===== src/rtl/noise_pkg.sv =====
// Shared constants for the LFSR noise source.
//  - MODE_LONG / MODE_SHORT select the active register width.
//  - DEF_* hold the default long-mode geometry, taps and reset seed.
//  - lane_seed() derives a lane's seed by rotating a base value left by 3*lane.
package noise_pkg;

  localparam logic MODE_LONG  = 1'b0;
  localparam logic MODE_SHORT = 1'b1;

  localparam int DEF_LFSR_W   = 31;
  localparam int DEF_TAP      = 27;  // x^31 + x^28 + 1
  localparam int DEF_SHORT_W  = 7;
  localparam int SHORT_TAP_HI = 6;   // x^7 + x^6 + 1, period 127
  localparam int SHORT_TAP_LO = 5;
  localparam int ROT_STEP     = 3;

  localparam logic [DEF_LFSR_W-1:0] DEF_SEED_BASE = 31'h1A926572;

  // Rotate the low w bits of base left by ROT_STEP*lane (w must be < 64).
  // Bits of base above w are expected to be zero.
  function automatic logic [63:0] lane_seed(input logic [63:0] base,
                                            input int         w,
                                            input int         lane);
    logic [63:0] mask;
    int          s;
    mask = (64'd1 << w) - 64'd1;
    s    = (ROT_STEP * lane) % w;
    return ((base << s) | (base >> (w - s))) & mask;
  endfunction

endpackage


===== src/rtl/lfsr_lane.sv =====
// One Fibonacci LFSR lane.
//  Ports:
//   clk, rst_n  clock / asynchronous active-low reset (state -> RST_SEED)
//   load        load load_val (guarded), wins over step
//   load_val    seed for this lane, already rotated by the parent
//   step        advance the register one shift
//   mode        MODE_LONG: full LFSR_W register; MODE_SHORT: low SHORT_W bits only
//   state       current register contents
module lfsr_lane
  import noise_pkg::*;
#(
  parameter int                LFSR_W   = DEF_LFSR_W,
  parameter int                TAP      = DEF_TAP,
  parameter int                SHORT_W  = DEF_SHORT_W,
  parameter int                S_TAP_A  = SHORT_TAP_HI,
  parameter int                S_TAP_B  = SHORT_TAP_LO,
  parameter logic [LFSR_W-1:0] RST_SEED = DEF_SEED_BASE
) (
  input  logic              clk,
  input  logic              rst_n,
  input  logic              load,
  input  logic [LFSR_W-1:0] load_val,
  input  logic              step,
  input  logic              mode,
  output logic [LFSR_W-1:0] state
);

  logic [LFSR_W-1:0] state_reg;
  logic [LFSR_W-1:0] state_next;
  logic [LFSR_W-1:0] shift_long;
  logic [LFSR_W-1:0] shift_short;
  logic [LFSR_W-1:0] raw_next;

  assign shift_long  = {state_reg[LFSR_W-2:0], state_reg[LFSR_W-1] ^ state_reg[TAP]};
  // Short mode only rotates the low window; the upper bits are parked untouched
  // so switching back to long mode resumes with them intact.
  assign shift_short = {state_reg[LFSR_W-1:SHORT_W],
                        state_reg[SHORT_W-2:0],
                        state_reg[S_TAP_A] ^ state_reg[S_TAP_B]};

  // The zero guard runs on every update in the currently active width. A
  // well-formed LFSR never shifts into zero, so in steady state it only fires
  // on a zero seed or on the first short-mode shift after a mode change that
  // left the low window empty.
  always_comb begin
    raw_next   = load ? load_val : ((mode == MODE_SHORT) ? shift_short : shift_long);
    state_next = raw_next;
    if (mode == MODE_LONG && raw_next == '0)
      state_next = LFSR_W'(1);
    if (mode == MODE_SHORT && raw_next[SHORT_W-1:0] == '0)
      state_next[SHORT_W-1:0] = SHORT_W'(1);
  end

  always_ff @(posedge clk or negedge rst_n) begin
    if (!rst_n)
      state_reg <= RST_SEED;
    else if (load || step)
      state_reg <= state_next;
  end

  assign state = state_reg;

endmodule


===== src/rtl/lfsr_noise_gen.sv =====
// Multi-lane LFSR noise source feeding the voice mixer noise input.
//  Ports:
//   clk, rst_n  clock / asynchronous active-low reset
//   en          1 = run; 0 = freeze rate counter, lanes and output
//   rate_div    one tick every rate_div+1 enabled cycles
//   mode        0 = long LFSR_W-bit lanes, 1 = short SHORT_W-bit lanes
//   seed_load   single-cycle pulse: reseed all lanes (accepted with en = 0)
//   seed        base seed; lane i receives seed rotated left by 3*i
//   sout        noise word, lane 0 on the MSB
//   sout_valid  single-cycle strobe when sout updates
//  OUT_BIT must stay below SHORT_W so short mode still produces noise.
module lfsr_noise_gen
  import noise_pkg::*;
#(
  parameter int                LANES     = 8,
  parameter int                LFSR_W    = DEF_LFSR_W,
  parameter int                TAP       = DEF_TAP,
  parameter int                SHORT_W   = DEF_SHORT_W,
  parameter int                OUT_BIT   = 5,
  parameter int                DIV_W     = 16,
  parameter logic [LFSR_W-1:0] SEED_BASE = DEF_SEED_BASE
) (
  input  logic              clk,
  input  logic              rst_n,
  input  logic              en,
  input  logic [DIV_W-1:0]  rate_div,
  input  logic              mode,
  input  logic              seed_load,
  input  logic [LFSR_W-1:0] seed,
  output logic [LANES-1:0]  sout,
  output logic              sout_valid
);

  logic [DIV_W-1:0] cnt_reg;
  logic [LANES-1:0] sout_reg;
  logic             valid_reg;
  logic             tick;
  logic [LANES-1:0] sample;

  // ">=" rather than "==" so that lowering rate_div below the running count
  // produces a tick on the next enabled cycle instead of a counter wrap.
  // A seed load suppresses the tick so the lanes load instead of shifting.
  assign tick = en && !seed_load && (cnt_reg >= rate_div);

  for (genvar gi = 0; gi < LANES; gi++) begin : g_lane
    localparam logic [LFSR_W-1:0] LANE_SEED =
      LFSR_W'(lane_seed(64'(SEED_BASE), LFSR_W, gi));

    logic [LFSR_W-1:0] load_val;
    logic [LFSR_W-1:0] lane_state;

    assign load_val = LFSR_W'(lane_seed(64'(seed), LFSR_W, gi));

    lfsr_lane #(
      .LFSR_W   (LFSR_W),
      .TAP      (TAP),
      .SHORT_W  (SHORT_W),
      .RST_SEED (LANE_SEED)
    ) u_lane (
      .clk      (clk),
      .rst_n    (rst_n),
      .load     (seed_load),
      .load_val (load_val),
      .step     (tick),
      .mode     (mode),
      .state    (lane_state)
    );

    // Sampled from the pre-shift state, so sout lags the lanes by one shift.
    assign sample[LANES-1-gi] = lane_state[OUT_BIT];
  end

  always_ff @(posedge clk or negedge rst_n) begin
    if (!rst_n) begin
      cnt_reg   <= '0;
      sout_reg  <= '0;
      valid_reg <= 1'b0;
    end else begin
      valid_reg <= tick;
      if (seed_load)
        cnt_reg <= '0;
      else if (en)
        cnt_reg <= (cnt_reg >= rate_div) ? '0 : cnt_reg + DIV_W'(1);
      if (tick)
        sout_reg <= sample;
    end
  end

  assign sout       = sout_reg;
  assign sout_valid = valid_reg;

endmodule


===== config.mk =====
export PLATFORM = sky130hd
export DESIGN_NAME = lfsr_noise_gen
export DESIGN_NICKNAME = d
export VERILOG_FILES = /design/src/rtl/noise_pkg.sv /design/src/rtl/lfsr_lane.sv /design/src/rtl/lfsr_noise_gen.sv
export SDC_FILE = /design/constraint.sdc
export NUM_CORES = 1
export LEC_CHECK = 0
export CAP_MARGIN = 20
export CORE_AREA = 2 2 162 164
export DETAILED_ROUTE_END_ITERATION = 10
export DIE_AREA = 0 0 164 166
export GPL_TIMING_DRIVEN = 0
export PLACE_DENSITY_LB_ADDON = 0.15
export SKIP_CTS_REPAIR_TIMING = 1
export SKIP_LAST_GASP = 1
export SLEW_MARGIN = 10
export SYNTH_ARGS = -nofsm -noshare
export SYNTH_HDL_FRONTEND = slang
export SYNTH_HIERARCHICAL = 1
export SYNTH_SLANG_ARGS = --single-unit
export TNS_END_PERCENT = 20

===== constraint.sdc =====
create_clock -name clk -period 6.3 [get_ports clk]
set_input_delay 1.26 -clock clk [delete_from_list [all_inputs] [get_ports clk]]
set_output_delay 1.26 -clock clk [all_outputs]
set_load 0.01 [all_outputs]

==> flow_summary.yaml <==
finish:
  fillers: 1867
  final_cells: 2135
  drive_above_1_share_pct: 18.6
  fin_nets: 1845
  area_growth_pct: 12.7
  antenna_cells: 0
  largest_reg_flops: 248
  fin_util_pct: 72.5
routing:
  vias: 13900
  vias_per_cell: 6.53
  wl_um: 48300
  drt-initial-drc-count: 1481
  drc: 0
  wl_per_cell_um: 22.6
  first_pass_iters: 5
  drt.antenna.violating_nets: 0
grt:
  met3_usage_pct: 5.64
  grt_pass1_vias: 13500
  grt_overflow: 0
  grt_max_degree: 103
  grt_antenna_before_repair: 0
  grtUsageMet2_pct: 53.7
  grt_pass1_wl_um: 76100
  grt_busiest_layer: "met2"
  use_met1_pct: 51.3
  grt_usage_pct: 35.8
worst_setup_path:
  critPathKind: "in -> reg"
  reg2reg_from: "cnt_reg[13]"
  reg2reg_depth: 11
  crit_arrival_ps: 4870
  crit_path_end_kind: "flip-flop"
  cp-start-kind: "input port"
  cp.required_ps: 6710
  rrSetupSlack_ps: 2580
  r2r-end: "g_lane[1].u_lane/state[25]"
  worstPathMaxFanout: 17
status:
  status: "completed"
synth:
  ys_warn_count: 6
  ys_async_sr_fraction_pct: 100
  synth_most_common_cell: "mux2i_1"
  synthCells: 1681
  syn-cell-area_um2: 16500
  yosys_register_bits: 273
  avgSynthCellArea_um2: 9.80
  synth-edff-count: 0
  ys_seq_area_share_pct: 42.3
  syn_nets: 1750
  synth_top_area_share_pct: 24.4
  synth_ff_type: "dfrtp_1"
  yosys-top-cells-area: "dfrtp_1 24%, dfstp_2 18%, mux2i_1 16%, o21ai_0 6.6%, nand2_1 5.4%"
  synth_common_cells: "265 x mux2i_1, 237 x nand2_1, 217 x o21ai_0, 161 x dfrtp_1, 112 x dfstp_2"
  synth.distinct_cells: 50
  synth_top_area_cell: "dfrtp_1"
sta:
  relSlewSlack_pct: 14.1
  rsz0062_at_grt: "no"
  worst_slew_pin_slew_ps: 1280
  setup_viol: 0
  post-route-period-util_pct: 70.8
  fin_setup_tns_ps: 0
  hold_viol_final: 0
  maxSlewViolCount: 0
  period_needed_ps: 4460
  max_clock_freq_mhz: 224
  fin_skew_ps: 11.1
power_and_ir_drop:
  swShare_pct: 28.5
  intPower_mw: 3.33
  comb_power_share_pct: 15.6
  p_per_area_nw_per_um2: 251
  seq_power_share_pct: 46.4
  leakage_nw: 8.37
  p_sw_mw: 1.32
  clkPwrFrac_pct: 38.0
  finalPower_mw: 4.66
  max-vdd-ir-drop_uv: 294
clock_tree:
  cts_made_buffers: 31
  cts_root_buf: "clkbuf_16"
  clock_sinks: 273
  htreeDepth: 1
  path_clk_slew_ps: 60
  worstSkewPairLatency_ps: 570
  cts_tree: "done"
  clk_path_buf_depth: 3
floorplanning:
  start_util_pct: 64.3
  coreArea_um2: 25600
  die_x_um: 164
  core.rowCount: 59
  pin_count: 61
  dieHeight_um: 166
  die_area_um2: 27200
placed_design:
  hpwlAfterDp_um: 30800
  portBuffers: 59
  place.gp.congestion: 0.921
  dp_cells: 2078
flow_run:
  max_cap_violations: 0
worst_hold_path:
  worstHoldStart: "g_lane[5].u_lane/state[16]"
  hold_end: "g_lane[5].u_lane/state[16]"
  worstHoldPathCells: 2
  hp-class: "reg -> reg"
-- cells in the final DEF, fill, tap and decap left out, types with 25 or more instances in the layout --
cell	instances
mux2i_1	265
dfstp_2	112
nor2b_1	25
nand2_1	237
inv_1	34
nor2_1	46
a21oi_1	61
nor4_1	41
a21o_1	26
dfrtp_1	161
mux2_2	56
o21ai_0	217
clkdlybuf4s50_1	58
nor3_1	49
buf_6	33
clkbuf_16	31
clkbuf_1	48
-- critical path, stage by stage --
cell             delay, ps
clkdlybuf4s50_1        460
inv_1                   40
ha_1                   320
and4_1                 230
nand2_1                110
a311oi_2               420
nor3_2                 150
nor2_4                 660
buf_2                  420
nand2_2                250
buf_4                  270
mux2i_1                160
a21oi_1                 90
-- cell families (layout without fill, tap and decap cells) --
| kind of cell | after synthesis | in the layout | synth area share, % |
|---|---|---|---|
| flops | 273 | 273 | 42.3 |
| xor+xnor | 16 | 16 | 0.850 |
| mux | 321 | 321 | 19.9 |
| buf+inv | 134 | 253 | 4.88 |
| fa+ha+maj | 17 | 17 | 1.29 |
| compound gates | 382 | 382 | 13.5 |
| simple gates | 538 | 538 | 17.2 |
-- routing by layer --
layer	vias to the layer above	part of all wire, %
li1	6320	-
met1	6831	42
met2	629	44
met3	169	8.4
met4	0	5.4
met5	-	0
-- area by class of cell --
| type | count | area [um^2] | share of cell area (%) |
|---|---|---|---|
| clock inverters | 11 | 87.6 | 0.472 |
| repair buffers | 62 | 678 | 3.65 |
| inverters | 34 | 128 | 0.687 |
| clock buffers | 46 | 912 | 4.91 |
| flip-flops and latches | 273 | 6970 | 37.5 |
| well taps | 335 | 419 | 2.26 |
| multi-input cells | 1274 | 8700 | 46.8 |
| plain buffers | 100 | 677 | 3.64 |
-- power groups by stage --
| stage | Combinational (mW) | Clock [mW] | Sequential [mW] |
|---|---|---|---|
| after floorplan | 0.463 | 0 | 2.12 |
| after global placement | 0.679 | 0 | 2.18 |
| after detailed placement | 0.709 | 0 | 2.18 |
| after CTS | 0.714 | 1.79 | 2.16 |
| after global routing | 0.794 | 1.86 | 2.19 |
| final | 0.724 | 1.77 | 2.16 |
-- worst max-delay path by stage --
stage / start / endpoint / slack [ps]
after floorplan: rate_div[13] / g_lane[0].u_lane/state[18] / 2640
after detailed placement: rate_div[14] / g_lane[7].u_lane/state[11] / 1350
after global placement: rst_n / g_lane[5].u_lane/state[10] / -7710
after global routing: rate_div[14] / g_lane[7].u_lane/state[11] / 1690
final: rate_div[14] / g_lane[1].u_lane/state[25] / 1840
after CTS: rate_div[14] / g_lane[1].u_lane/state[25] / 1930
-- metrics by stage --
step / hold slack [ps] / worst slack (ps) / area, um^2
after global placement: 476 / -7710 / 17500
final: 493 / 1840 / 18600
after detailed placement: 486 / 1350 / 17600
after CTS: 495 / 1930 / 18600
after global routing: 517 / 1690 / 18600
after floorplan: 462 / 2640 / 16500
Note: power is estimated with default switching activity, not from simulation.
